## src/rtl/sram_arbiter.sv

```systemverilog
// sram_arbiter: lets the 6502 bus (port 0) and the UART loader (port 1) share
// one external async SRAM. Each access runs IDLE -> SETUP -> ACCESS -> DONE,
// which gives the SRAM address/data setup, a write pulse of WAIT_CYC cycles
// and one cycle of hold. The grantee gets a one-cycle ack at the end.
module sram_arbiter #(
  parameter int AW       = 19,
  parameter int DW       = 8,
  parameter int WAIT_CYC = 2,
  parameter int RR       = 1
) (
  input  logic          clk_i,
  input  logic          reset_i,
  input  logic          m0_req_i,
  input  logic          m0_we_i,
  input  logic [AW-1:0] m0_addr_i,
  input  logic [DW-1:0] m0_wdata_i,
  output logic          m0_ack_o,
  output logic [DW-1:0] m0_rdata_o,
  input  logic          m1_req_i,
  input  logic          m1_we_i,
  input  logic [AW-1:0] m1_addr_i,
  input  logic [DW-1:0] m1_wdata_i,
  output logic          m1_ack_o,
  output logic [DW-1:0] m1_rdata_o,
  output logic [AW-1:0] sram_addr_o,
  output logic [DW-1:0] sram_dout_o,
  output logic          sram_we_o,
  input  logic [DW-1:0] sram_din_i,
  output logic          busy_o,
  output logic          owner_o
);

  typedef enum logic [1:0] {IDLE, SETUP, ACCESS, DONE} state_e;

  state_e        state_q, state_d;
  logic [3:0]    cnt_q, cnt_d;
  logic          we_q, we_d;
  logic          sram_we_q, sram_we_d;
  logic [AW-1:0] addr_q, addr_d;
  logic [DW-1:0] dout_q, dout_d;
  logic          m0_ack_q, m0_ack_d;
  logic          m1_ack_q, m1_ack_d;
  logic [DW-1:0] m0_rdata_q, m0_rdata_d;
  logic [DW-1:0] m1_rdata_q, m1_rdata_d;
  logic          busy_q, busy_d;
  logic          owner_q, owner_d;
  logic          last_q, last_d;
  logic          grant1;

  // Port 1 wins when it is the only requester, or when both ask and
  // round-robin says port 0 was served last.
  assign grant1 = (m0_req_i && m1_req_i) ? ((RR != 0) ? ~last_q : 1'b0)
                                         : m1_req_i;

  // Next-state and registered-output logic for the access sequencer.
  always_comb begin
    state_d    = state_q;
    cnt_d      = cnt_q;
    we_d       = we_q;
    sram_we_d  = sram_we_q;
    addr_d     = addr_q;
    dout_d     = dout_q;
    m0_ack_d   = 1'b0;
    m1_ack_d   = 1'b0;
    m0_rdata_d = m0_rdata_q;
    m1_rdata_d = m1_rdata_q;
    busy_d     = busy_q;
    owner_d    = owner_q;
    last_d     = last_q;
    case (state_q)
      IDLE: begin
        if (m0_req_i || m1_req_i) begin
          owner_d = grant1;
          last_d  = grant1;
          we_d    = grant1 ? m1_we_i    : m0_we_i;
          addr_d  = grant1 ? m1_addr_i  : m0_addr_i;
          dout_d  = grant1 ? m1_wdata_i : m0_wdata_i;
          busy_d  = 1'b1;
          state_d = SETUP;
        end
      end
      SETUP: begin
        sram_we_d = we_q;
        cnt_d     = 4'(WAIT_CYC - 1);
        state_d   = ACCESS;
      end
      ACCESS: begin
        if (cnt_q == 4'd0) begin
          sram_we_d = 1'b0;
          state_d   = DONE;
          if (owner_q) begin
            m1_ack_d = 1'b1;
            if (!we_q) m1_rdata_d = sram_din_i;
          end else begin
            m0_ack_d = 1'b1;
            if (!we_q) m0_rdata_d = sram_din_i;
          end
        end else begin
          cnt_d = cnt_q - 4'd1;
        end
      end
      DONE: begin
        busy_d  = 1'b0;
        state_d = IDLE;
      end
      default: state_d = IDLE;
    endcase
  end

  // State register; reset abandons any access in flight without an ack.
  always_ff @(posedge clk_i) begin
    if (reset_i) begin
      state_q    <= IDLE;
      cnt_q      <= 4'd0;
      we_q       <= 1'b0;
      sram_we_q  <= 1'b0;
      addr_q     <= '0;
      dout_q     <= '0;
      m0_ack_q   <= 1'b0;
      m1_ack_q   <= 1'b0;
      m0_rdata_q <= '0;
      m1_rdata_q <= '0;
      busy_q     <= 1'b0;
      owner_q    <= 1'b0;
      last_q     <= 1'b1;
    end else begin
      state_q    <= state_d;
      cnt_q      <= cnt_d;
      we_q       <= we_d;
      sram_we_q  <= sram_we_d;
      addr_q     <= addr_d;
      dout_q     <= dout_d;
      m0_ack_q   <= m0_ack_d;
      m1_ack_q   <= m1_ack_d;
      m0_rdata_q <= m0_rdata_d;
      m1_rdata_q <= m1_rdata_d;
      busy_q     <= busy_d;
      owner_q    <= owner_d;
      last_q     <= last_d;
    end
  end

  assign m0_ack_o    = m0_ack_q;
  assign m1_ack_o    = m1_ack_q;
  assign m0_rdata_o  = m0_rdata_q;
  assign m1_rdata_o  = m1_rdata_q;
  assign sram_addr_o = addr_q;
  assign sram_dout_o = dout_q;
  assign sram_we_o   = sram_we_q;
  assign busy_o      = busy_q;
  assign owner_o     = owner_q;

endmodule

```

## config.mk

```make
export PLATFORM = sky130hd
export DESIGN_NAME = sram_arbiter
export DESIGN_NICKNAME = d
export VERILOG_FILES = /design/src/rtl/sram_arbiter.sv
export SDC_FILE = /design/constraint.sdc
export NUM_CORES = 1
export LEC_CHECK = 0
export BUFFER_PORTS_ARGS = -buffer_cell sky130_fd_sc_hd__buf_4
export CAP_MARGIN = 5
export CORE_MARGIN = 2
export CORE_UTILIZATION = 45
export DETAILED_ROUTE_END_ITERATION = 8
export PLACE_DENSITY = 0.78
export SLEW_MARGIN = 0
export SYNTH_ARGS = -nofsm -noshare
export SYNTH_HDL_FRONTEND = slang
export SYNTH_SLANG_ARGS = --single-unit
```

## constraint.sdc

```tcl
create_clock -name clk_i -period 1.9 [get_ports clk_i]
set_input_delay 0.38 -clock clk_i [delete_from_list [all_inputs] [get_ports clk_i]]
set_output_delay 0.38 -clock clk_i [all_outputs]
set_load 0.01 [all_outputs]
```

==> results by group, run 1 <==
Routing
  – Antenna Nets Post-Route: 0
  – Drt initial violations: 86
  – Number of remaining DRC errors: 0
  – Vias per cell: 4.98
  – WL/cell: 13.2 microns
  – Vias: 2200
  – Final WL: 5850 microns
  – Initial DRT Pass Iterations: 4

STA
  – Max transition margin: about 80%
  – RSZ-0062 raised after global routing: false
  – Min Tclk post-route: ~1.7 ns
  – Hold Vio Cnt, Final: 0
  – Setup violations, final: 0
  – Max Transition Viols Final: 0
  – Worst-margin pin slew: 0.305 ns
  – Peak Freq: about 580 MHz
  – Setup TNS: 0 ns
  – Clk_skew: 0.00494 ns
  – Setup ws final: around 0.18 ns
  – Period utilization: 90.6%

Synth
  – Synth Cell Area: 2480 sq um
  – Ys flop type: dfxtp_1
  – Cells after Synth: 255
  – Post-Synthesis Net Count: 330
  – Sequential element share of the synthesized area: 45.1%
  – Post-synth EDFFs: 0
  – Synth area leader: dfxtp_1
  – Mapped Avg Cell Area: 9.74 sq um
  – Asr flop ratio synth: 0%
  – Synth cell types: 36
  – Synth warn: 0
  – Top-area cell type share of the netlist area: 45.1%
  – Synth area leaders: dfxtp_1 45%, mux2i_1 18%, a21oi_1 6.6%
  – Synthesis-stage register bit count: 56

Worst setup path
  – WP data arrival: 1.96 ns
  – Critical Path RT: 2.13 ns
  – Worst Path Max Fanout: 6
  – Crit start category: flip-flop
  – Crit. End Element: flip-flop
  – Crit path kind: flip-flop to flip-flop

Die
  – Initial core utilization: 46.0%
  – Die area: 6130 sq um
  – Die X: 78.3 microns
  – Num rows: 27
  – CORE AREA: 5410 sq um
  – Die Ht: 78.3 microns
  – I/O pin total: 116

Clocking
  – CTS Buf Count: 5
  – Clock transition at the registers of the reported paths: 0.10 ns
  – Longest Clk Path Bufs: 2
  – Worst-Skew Late Latency: 0.30 ns
  – Sink Count: 56
  – CTS tree: built
  – CTS H-tree lvls: 2
  – Post_cts resized: 0
  – Hold buffers post-CTS: 0
  – CTS root buf: clkbuf_8
  – Post-CTS setup buffer count: 0

GRT
  – Initial antenna violation count: 0
  – Largest net degree at the start of global routing: 37
  – Total track usage: 20.0%
  – Grt total ovfl: 0
  – Vias in the first global route: 2182
  – First-pass GRT wire length: 9830 microns

Final layout
  – Filler cells: around 430
  – Most frequent cells in the layout: 126 x buf_4, 56 x dfxtp_1, 45 x mux2i_1
  – Final net count: 444
  – FF/Latch Area: 1120 sq um
  – Layout Cells excl Fill: 442
  – ANT cells: 0
  – Multi-input gate area: 1230 sq um
  – Layout cells sized above 1: 38.1%
  – Area grow syn2layout: 42.2%
  – Most common cell after layout, fill and taps aside: buf_4

Worst hold path
  – Tightest Hold Check Type: input port to flip-flop

Placement
  – Pre-CTS setup slack: 0.209 ns
  – PortBufs: around 120
  – Placed Cells: 434
  – DP HPWL: between 4000 and 5000 microns
  – Final RePlAce weighted congestion: 0.746

Power and ir drop
  – P_leak: 1.64 nW
  – Worst vdd ir: around 600 uV
  – Power density over the cells: 1190 nW/um^2

Run status
  – Status: completed

Flow run
  – Max-Cap Viols: 0
-- power by group --
group          internal (W)  switching, W
clock              0.000431      0.000383
combinational      0.000832      0.000887
sequential          0.00147      0.000195
total               0.00274       0.00147
-- per-layer routing --
metal / share of wire, % / vias to the layer above / track usage [%]
met3: 5.1 / 5 / 4.25
met2: 54 / 52 / 36.4
li1: - / 1122 / -
met5: 0 / - / 0
met1: 40 / 1021 / 23.3
met4: 0.97 / 0 / 6.32
-- cell families after synthesis --
logic type | synth area share [%]
buffers and inverters | 5.59
muxes | 18.1
AOI/OAI and AO/OA | 17.1
DFF | 45.1
and+or+nand+nor | 10.5
adders and majority gates | 3.52
-- synth_stat cells (2+ instances only) --
library cell and number:
and3_1 2, buf_4 3, mux2i_1 45, o21ai_0 32, nor2_1 2, buf_2 6
o21a_1 2, a21oi_1 33, ha_1 7, nand3_1 2, inv_1 6, dfxtp_1 56
clkbuf_1 7, buf_6 2, nand3b_1 2, nand2_1 28
-- metrics by stage --
step	instance area (sq um)	power (W)	hold WS (ns)	utilization [%]
3_5_place_dp	3410	0.00343	0.450	63.1
5_1_grt	3530	0.00449	0.299	65.4
6_report	3530	0.00420	0.307	65.4
3_3_place_gp	3410	0.00335	0.445	63.1
2_1_floorplan	2480	0.00273	0.468	-
4_1_cts	3530	0.00424	0.296	65.4
-- worst max-delay path: stages (launching register included) --
cell and delay, ns:
dfxtp_1 0.37, inv_1 0.11, ha_1 0.23, or3b_1 0.51, a21oi_4 0.22, mux2i_1 0.21
-- layout make-up --
class,instances,area share [%]
inverters,6,0.637
clock buffers,6,2.34
clock inverters,2,1.10
multi-input cells,174,34.9
well taps,72,2.55
flip-flops and latches,56,31.7
repair buffers,126,26.8
-- state kept, by name (all words and copies together), names as in the netlist --
register	cells
sram_dout_o	8
we_q	1
owner_o	1
state_q	2
busy_o	1
sram_we_o	1
sram_addr_o	19
cnt_q	4
last_q	1
m1_rdata_o	8
m1_ack_o	1
m0_ack_o	1
m0_rdata_o	8
-- worst paths after layout --
check,startpoint,endpoint,slack (ns),depth (start not counted)
min reg2reg,sram_we_o,sram_we_o,0.46,2
min,reset_i,cnt_q[0],0.31,2
max,cnt_q[0],state_q[1],0.18,5
max reg2reg,cnt_q[0],state_q[1],0.18,5
Note: power is estimated with default switching activity, not from simulation.
==> run 2: changes to the inputs <==
Settings changed: CORE_ASPECT_RATIO set to 1.1, CORE_MARGIN 2 to 1.
==> results by group, run 2 (synthesis gave the netlist of run 1 again) <==
Clocking
  – Sink Count: 56 (unchanged)
  – Hold buffers post-CTS: 0 (unchanged)
  – Longest Clk Path Bufs: 2 (unchanged)
  – Post-CTS setup buffer count: 0 (unchanged)
  – Worst-Skew Late Latency: 0.30 ns (about the same)
  – Post_cts resized: 0 (unchanged)
  – Clock transition at the registers of the reported paths: 0.09 ns (about the same)
  – CTS root buf: clkbuf_8
  – CTS Buf Count: 5 (unchanged)
  – CTS H-tree lvls: 2 (unchanged)
  – CTS tree: built

Final layout
  – Most frequent cells in the layout: 121 x buf_4, 56 x dfxtp_1, 45 x mux2i_1
  – Layout cells sized above 1: 37.6% (-0.51 points)
  – ANT cells: 0 (unchanged)
  – Most common cell after layout, fill and taps aside: buf_4
  – Max reg flops: 19 (unchanged)
  – FF/Latch Area: 1120 sq um (unchanged)
  – Multi-input gate area: 1230 sq um (unchanged)
  – Filler cells: 461 (+6.2%)
  – Area grow syn2layout: 42.6%
  – Fin util: 66.1% (+0.76 points)
  – Final net count: 441 (-0.68%)

Worst setup path
  – R2R cell count: 5 (unchanged)
  – Crit path max-delay family: simple AND/OR/NAND/NOR gates
  – Crit path largest cell delay: 0.52 ns (about the same)
  – Crit start category: flip-flop
  – Slowest cell on the critical path: or3b_1
  – R2r setup slk: 0.22 ns (+0.04 ns)
  – WP data arrival: 1.92 ns (-0.04 ns)
  – Crit path kind: flip-flop to flip-flop
  – Critical path buffers and inverters: 1 (unchanged)
  – Reg-to-reg startpoint: cnt_q[0]
  – Critical Path RT: 2.14 ns (about the same)
  – Crit. End Element: flip-flop
  – CP cell instances: inv_1 > ha_1 > or3b_1 > a21oi_4 > mux2i_1
  – Worst Path Max Fanout: 6 (unchanged)
  – Reg2reg end: state_q[1]

GRT
  – First-pass GRT wire length: 9270 microns (-5.7%)
  – Vias in the first global route: 2152 (-1.4%)
  – Largest net degree at the start of global routing: 51 (+38%)
  – Grt total ovfl: 0 (unchanged)
  – Total track usage: 20.3% (+0.38 points)
  – Initial antenna violation count: 0 (unchanged)

Worst hold path
  – Tightest Hold Check Type: input port to flip-flop
  – Hold path depth: 2 (unchanged)
  – Hold path start: reset_i
  – WHS Endpoint: cnt_q[1]

Power and ir drop
  – Logic pwr share: 40.9% (about the same)
  – Power density over the cells: 1200 nW/um^2 (+0.50%)
  – Switch Pwr: 0.00145 W (-0.93%)
  – Clk pwr share: 19.7% (+0.3 points)
  – Seq pwr share: 39.4% (-0.3 points)
  – P_leak: 1.64 nW (-0.22%)
  – Net Sw Frac: 34.2% (-0.61 points)
  – Internal power component: 0.00279 W (+1.8%)
  – Worst vdd ir: 778 uV (+29%)

Flow run
  – Max-Cap Viols: 0 (unchanged)

STA
  – Setup ws final: 0.215 ns (+0.0374 ns)
  – Min Tclk post-route: 1.68 ns (-0.0374 ns)
  – Clk_skew: 0.00676 ns (+0.00182 ns)
  – Worst-margin pin slew: 0.328 ns (+0.0226 ns)
  – Setup TNS: 0 ns (unchanged)
  – Period utilization: 88.7% (-2.0 points)
  – RSZ-0062 raised after global routing: false
  – Max Transition Viols Final: 0 (unchanged)
  – Max transition margin: 78.1% (-1.5 points)
  – Hold_ws: 0.307 ns (+0.000380 ns)
  – Setup violations, final: 0 (unchanged)
  – Hold Vio Cnt, Final: 0 (unchanged)
  – Peak Freq: 594 MHz (+2.2%)

Placement
  – Final RePlAce weighted congestion: 0.806 (+7.9%)
  – Pre-CTS setup slack: 0.232 ns (+0.0235 ns)
  – DP HPWL: 4350 microns (-2.3%)
  – PortBufs: 115 (unchanged)

Die
  – Num rows: 28 (+3.7%)
  – Die Ht: 79.9 microns (+2.1%)
  – I/O pin total: 116 (unchanged)
  – Die X: 72.9 microns (-7.0%)
  – Initial core utilization: 46.4% (+0.39 points)
  – Die area: 5820 sq um (-5.0%)
  – CORE AREA: 5360 sq um (-0.83%)

Routing
  – Initial DRT Pass Iterations: 4 (unchanged)
  – Drt initial violations: 47 (-45%)
  – Vias: 2192 (-0.36%)
  – Vias per cell: 4.96 (-0.36%)
  – Antenna Nets Post-Route: 0 (unchanged)
  – Number of remaining DRC errors: 0 (unchanged)
  – WL/cell: 13.0 microns (-1.6%)
  – Final WL: 5760 microns (-1.6%)

Run status
  – Status: completed
## run 2: power by group through the flow
stage / sequential, W / clock [W] / combinational (W)
after floorplan: 0.00177 / 0 / 0.000952
after global placement: 0.00167 / 0 / 0.00169
after detailed placement: 0.00169 / 0 / 0.00175
after CTS: 0.00167 / 0.000853 / 0.00176
after global routing: 0.00171 / 0.000894 / 0.00192
final: 0.00167 / 0.000836 / 0.00173
## run 2: layout make-up
cell class,count,area share [%]
well taps,75,2.65
repair buffers,123,26.8
multi-input cells,174,34.8
clock inverters,1,0.847
inverters,6,0.635
clock buffers,7,2.72
flip-flops and latches,56,31.6
## run 2: worst max path at each step
stage / start / endpoint / slack (ns) / cells past startpoint
after floorplan: cnt_q[0] / state_q[1] / 0.40 / 6
after global placement: cnt_q[0] / state_q[1] / 0.32 / 5
after detailed placement: state_q[0] / m1_rdata_o[4] / 0.23 / 6
after CTS: state_q[0] / m1_rdata_o[4] / 0.21 / 6
after global routing: state_q[1] / sram_addr_o[8] / 0.09 / 6
final: cnt_q[0] / state_q[1] / 0.22 / 5
## run 2: worst reg2reg max path, cell delays in order (launching register included)
cell     delay (ns)
dfxtp_1        0.35
inv_1          0.11
ha_1           0.25
or3b_1         0.52
a21oi_4        0.21
mux2i_1        0.18
## run 2: per-layer routing
metal / vias to the layer above / part of all wire, % / global-route usage, %
met5: - / 0 / 0
met4: 0 / 1.2 / 7.25
met3: 5 / 7.4 / 6.31
met2: 85 / 50 / 36.8
met1: 983 / 41 / 22.0
li1: 1119 / - / -
## run 2: through the flow
step | cell area [sq um] | cells | power [W]
after floorplan | 2480 | 255 | 0.00273
final | 3540 | 442 | 0.00424
after global routing | 3540 | 442 | 0.00452
after detailed placement | 3420 | 434 | 0.00343
after global placement | 3420 | 434 | 0.00337
after CTS | 3540 | 442 | 0.00428
==> run 3: changes to the inputs <==
Settings changed: CORE_UTILIZATION 45 to 42, PLACE_DENSITY 0.78 to 0.76.
Clock period 1.9 ns to 1.45 ns, I/O delays scaled along.
==> results by group, run 3 (synthesis gave the netlist of run 1 again) <==
Final layout
  – Final net count: 453 (+2.7%)
  – Fin util: 64.3% (-1.8 points)
  – ANT cells: 0 (unchanged)
  – Area grow syn2layout: 48.4%
  – Most common cell after layout, fill and taps aside: buf_4
  – Filler cells: 514 (+11%)
  – Most frequent cells in the layout: 129 x buf_4, 53 x dfxtp_1, 45 x mux2i_1
  – Max reg flops: 19 (unchanged)
  – Layout cells sized above 1: 42.7% (+5.1 points)

Worst setup path
  – CP Launch Point: cnt_q[1]
  – Crit start category: flip-flop
  – R2R cell count: 5 (unchanged)
  – Crit path to: state_q[1]
  – CP Depth: 5 (unchanged)
  – WP data arrival: 1.60 ns (-0.32 ns)
  – Critical path buffers and inverters: 1 (unchanged)
  – Crit path kind: flip-flop to flip-flop
  – CP cell instances: inv_2 > ha_4 > or3b_4 > a21oi_4 > mux2i_1
  – Reg-to-reg startpoint: cnt_q[1]
  – Crit. End Element: flip-flop
  – Reg2reg end: state_q[1]
  – R2r setup slk: 0.08 ns (-0.13 ns)
  – Crit path largest cell delay: 0.42 ns (-0.10 ns)
  – Slowest cell on the critical path: or3b_4
  – Worst Path Max Fanout: 6 (unchanged)
  – Critical Path RT: 1.68 ns (-0.46 ns)
  – Crit path max-delay family: simple AND/OR/NAND/NOR gates

Die
  – CORE AREA: 5730 sq um (+7.0%)
  – Initial core utilization: 43.3% (-3.0 points)
  – Die Ht: 82.7 microns (+3.4%)
  – Num rows: 29 (+3.6%)
  – Die X: 75.3 microns (+3.4%)
  – I/O pin total: 116 (unchanged)
  – Die area: 6230 sq um (+7.0%)

Routing
  – Initial DRT Pass Iterations: 6 (+2)
  – Vias: 2261 (+3.1%)
  – Number of remaining DRC errors: 0 (unchanged)
  – WL/cell: 12.4 microns (-4.8%)
  – WL met3: 427 microns (-0.23%)
  – Drt initial violations: 95 (+100%)
  – Final WL: 5650 microns (-1.8%)
  – Met1 Wirelength: 2370 microns (-0.75%)
  – Antenna Nets Post-Route: 0 (unchanged)
  – Met2 wire length: 2800 microns (-2.4%)
  – Vias per cell: 4.96 (about the same)
  – Highest Signal Layer: met4

Clocking
  – CTS tree: built
  – Clock transition at the registers of the reported paths: 0.10 ns (about the same)
  – CTS root buf: clkbuf_8
  – Hold buffers post-CTS: 0 (unchanged)
  – Sink Count: 56 (unchanged)
  – CTS H-tree lvls: 2 (unchanged)
  – Worst-Skew Late Latency: 0.30 ns (about the same)
  – CTS Buf Count: 5 (unchanged)
  – Longest Clk Path Bufs: 2 (unchanged)

Placement
  – Final RePlAce weighted congestion: 0.785 (-2.5%)
  – PortBufs: 115 (unchanged)
  – DP HPWL: 4250 microns (-2.4%)

STA
  – RSZ-0062 raised after global routing: false
  – Hold Vio Cnt, Final: 0 (unchanged)
  – Worst-margin pin slew: 0.304 ns (-0.0239 ns)
  – Min Tclk post-route: 1.37 ns (-0.319 ns)
  – Setup violations, final: 0 (unchanged)
  – Max transition margin: 79.7% (+1.6 points)
  – Hold_ws: 0.226 ns (-0.0818 ns)
  – Max Transition Viols Final: 0 (unchanged)
  – Peak Freq: 732 MHz (+23%)
  – Clk_skew: 0.00800 ns (+0.00123 ns)
  – Period utilization: 94.2% (+5.5 points)

Power and ir drop
  – P_leak: 1.69 nW (+3.4%)
  – Power density over the cells: 1530 nW/um^2 (+28%)
  – Worst vdd ir: 760 uV (-2.3%)

GRT
  – Vias in the first global route: 2060 (-4.3%)
  – Largest net degree at the start of global routing: 60 (+18%)
  – Grt total ovfl: 0 (unchanged)
  – Initial antenna violation count: 0 (unchanged)
  – First-pass GRT wire length: 8810 microns (-5.0%)
  – Total track usage: 18.3% (-2.1 points)

Run status
  – Status: completed

Worst hold path
  – Tightest Hold Check Type: input port to flip-flop

Flow run
  – Max-Cap Viols: 0 (unchanged)
## run 3: cell count changes in the layout (fill, tap and decap cells not counted), moves of 2 or more
cell      delta
dfxtp_1      -3
ha_4         +2
inv_2        +3
ha_1         -3
buf_12       +3
buf_4        +8
clkbuf_8     -2
dfxtp_2      +3
inv_1        -3
## run 3: how the worst min path moves through the flow
| stage | startpoint | endpoint | slack [ns] | cells past startpoint |
|---|---|---|---|---|
| final | reset_i | cnt_q[1] | 0.23 | 2 |
| after global routing | reset_i | cnt_q[0] | 0.22 | 2 |
| after detailed placement | m0_rdata_o[2] | m0_rdata_o[2] | 0.46 | 2 |
| after global placement | m1_rdata_o[7] | m1_rdata_o[7] | 0.44 | 2 |
| after floorplan | sram_din_i[0] | m1_rdata_o[0] | 0.45 | 2 |
| after CTS | reset_i | cnt_q[0] | 0.22 | 2 |
## run 3: routing by layer
metal | GRT usage [%] | up-vias
met5 | 0 | -
met4 | 5.37 | 0
met3 | 5.83 | 6
met2 | 31.5 | 83
met1 | 21.6 | 1028
li1 | - | 1144
## run 3: stage by stage
step / worst slack (ns) / power (W) / std cells / cell area (sq um) / TNS, ns
6_report: 0.0846 / 0.00565 / 456 / 3690 / 0
3_3_place_gp: -0.0183 / 0.00464 / 446 / 3550 / -0.0183
3_5_place_dp: -0.0488 / 0.00472 / 446 / 3550 / -0.165
2_1_floorplan: 0.0112 / 0.00359 / 255 / 2500 / 0
5_1_grt: 0.00401 / 0.00609 / 456 / 3690 / 0
4_1_cts: 0.00422 / 0.00565 / 454 / 3660 / 0
## run 3: area by class of cell
class | instances | area (sq um) | share of cell area [%]
flip-flops and latches | 56 | 1120 | 30.5
well taps | 77 | 96.3 | 2.61
inverters | 6 | 22.5 | 0.611
repair buffers | 135 | 1080 | 29.3
multi-input cells | 174 | 1270 | 34.6
clock buffers | 5 | 68.8 | 1.87
clock inverters | 3 | 21.3 | 0.577
## run 3: what timing repair did
action / 4_1_cts / 5_1_grt
buffers inserted: 0 / 2
gates resized for setup: 8 / 6
pin swaps: 1 / 3
setup endpoints to repair: 28 / 37
## run 3: where the power goes
group	internal, W	switching, W	total (W)
Combinational	0.00139	0.00124	0.00263
Clock	0.000344	0.000500	0.000844
Sequential	0.00194	0.000239	0.00218
Total	0.00367	0.00198	0.00565
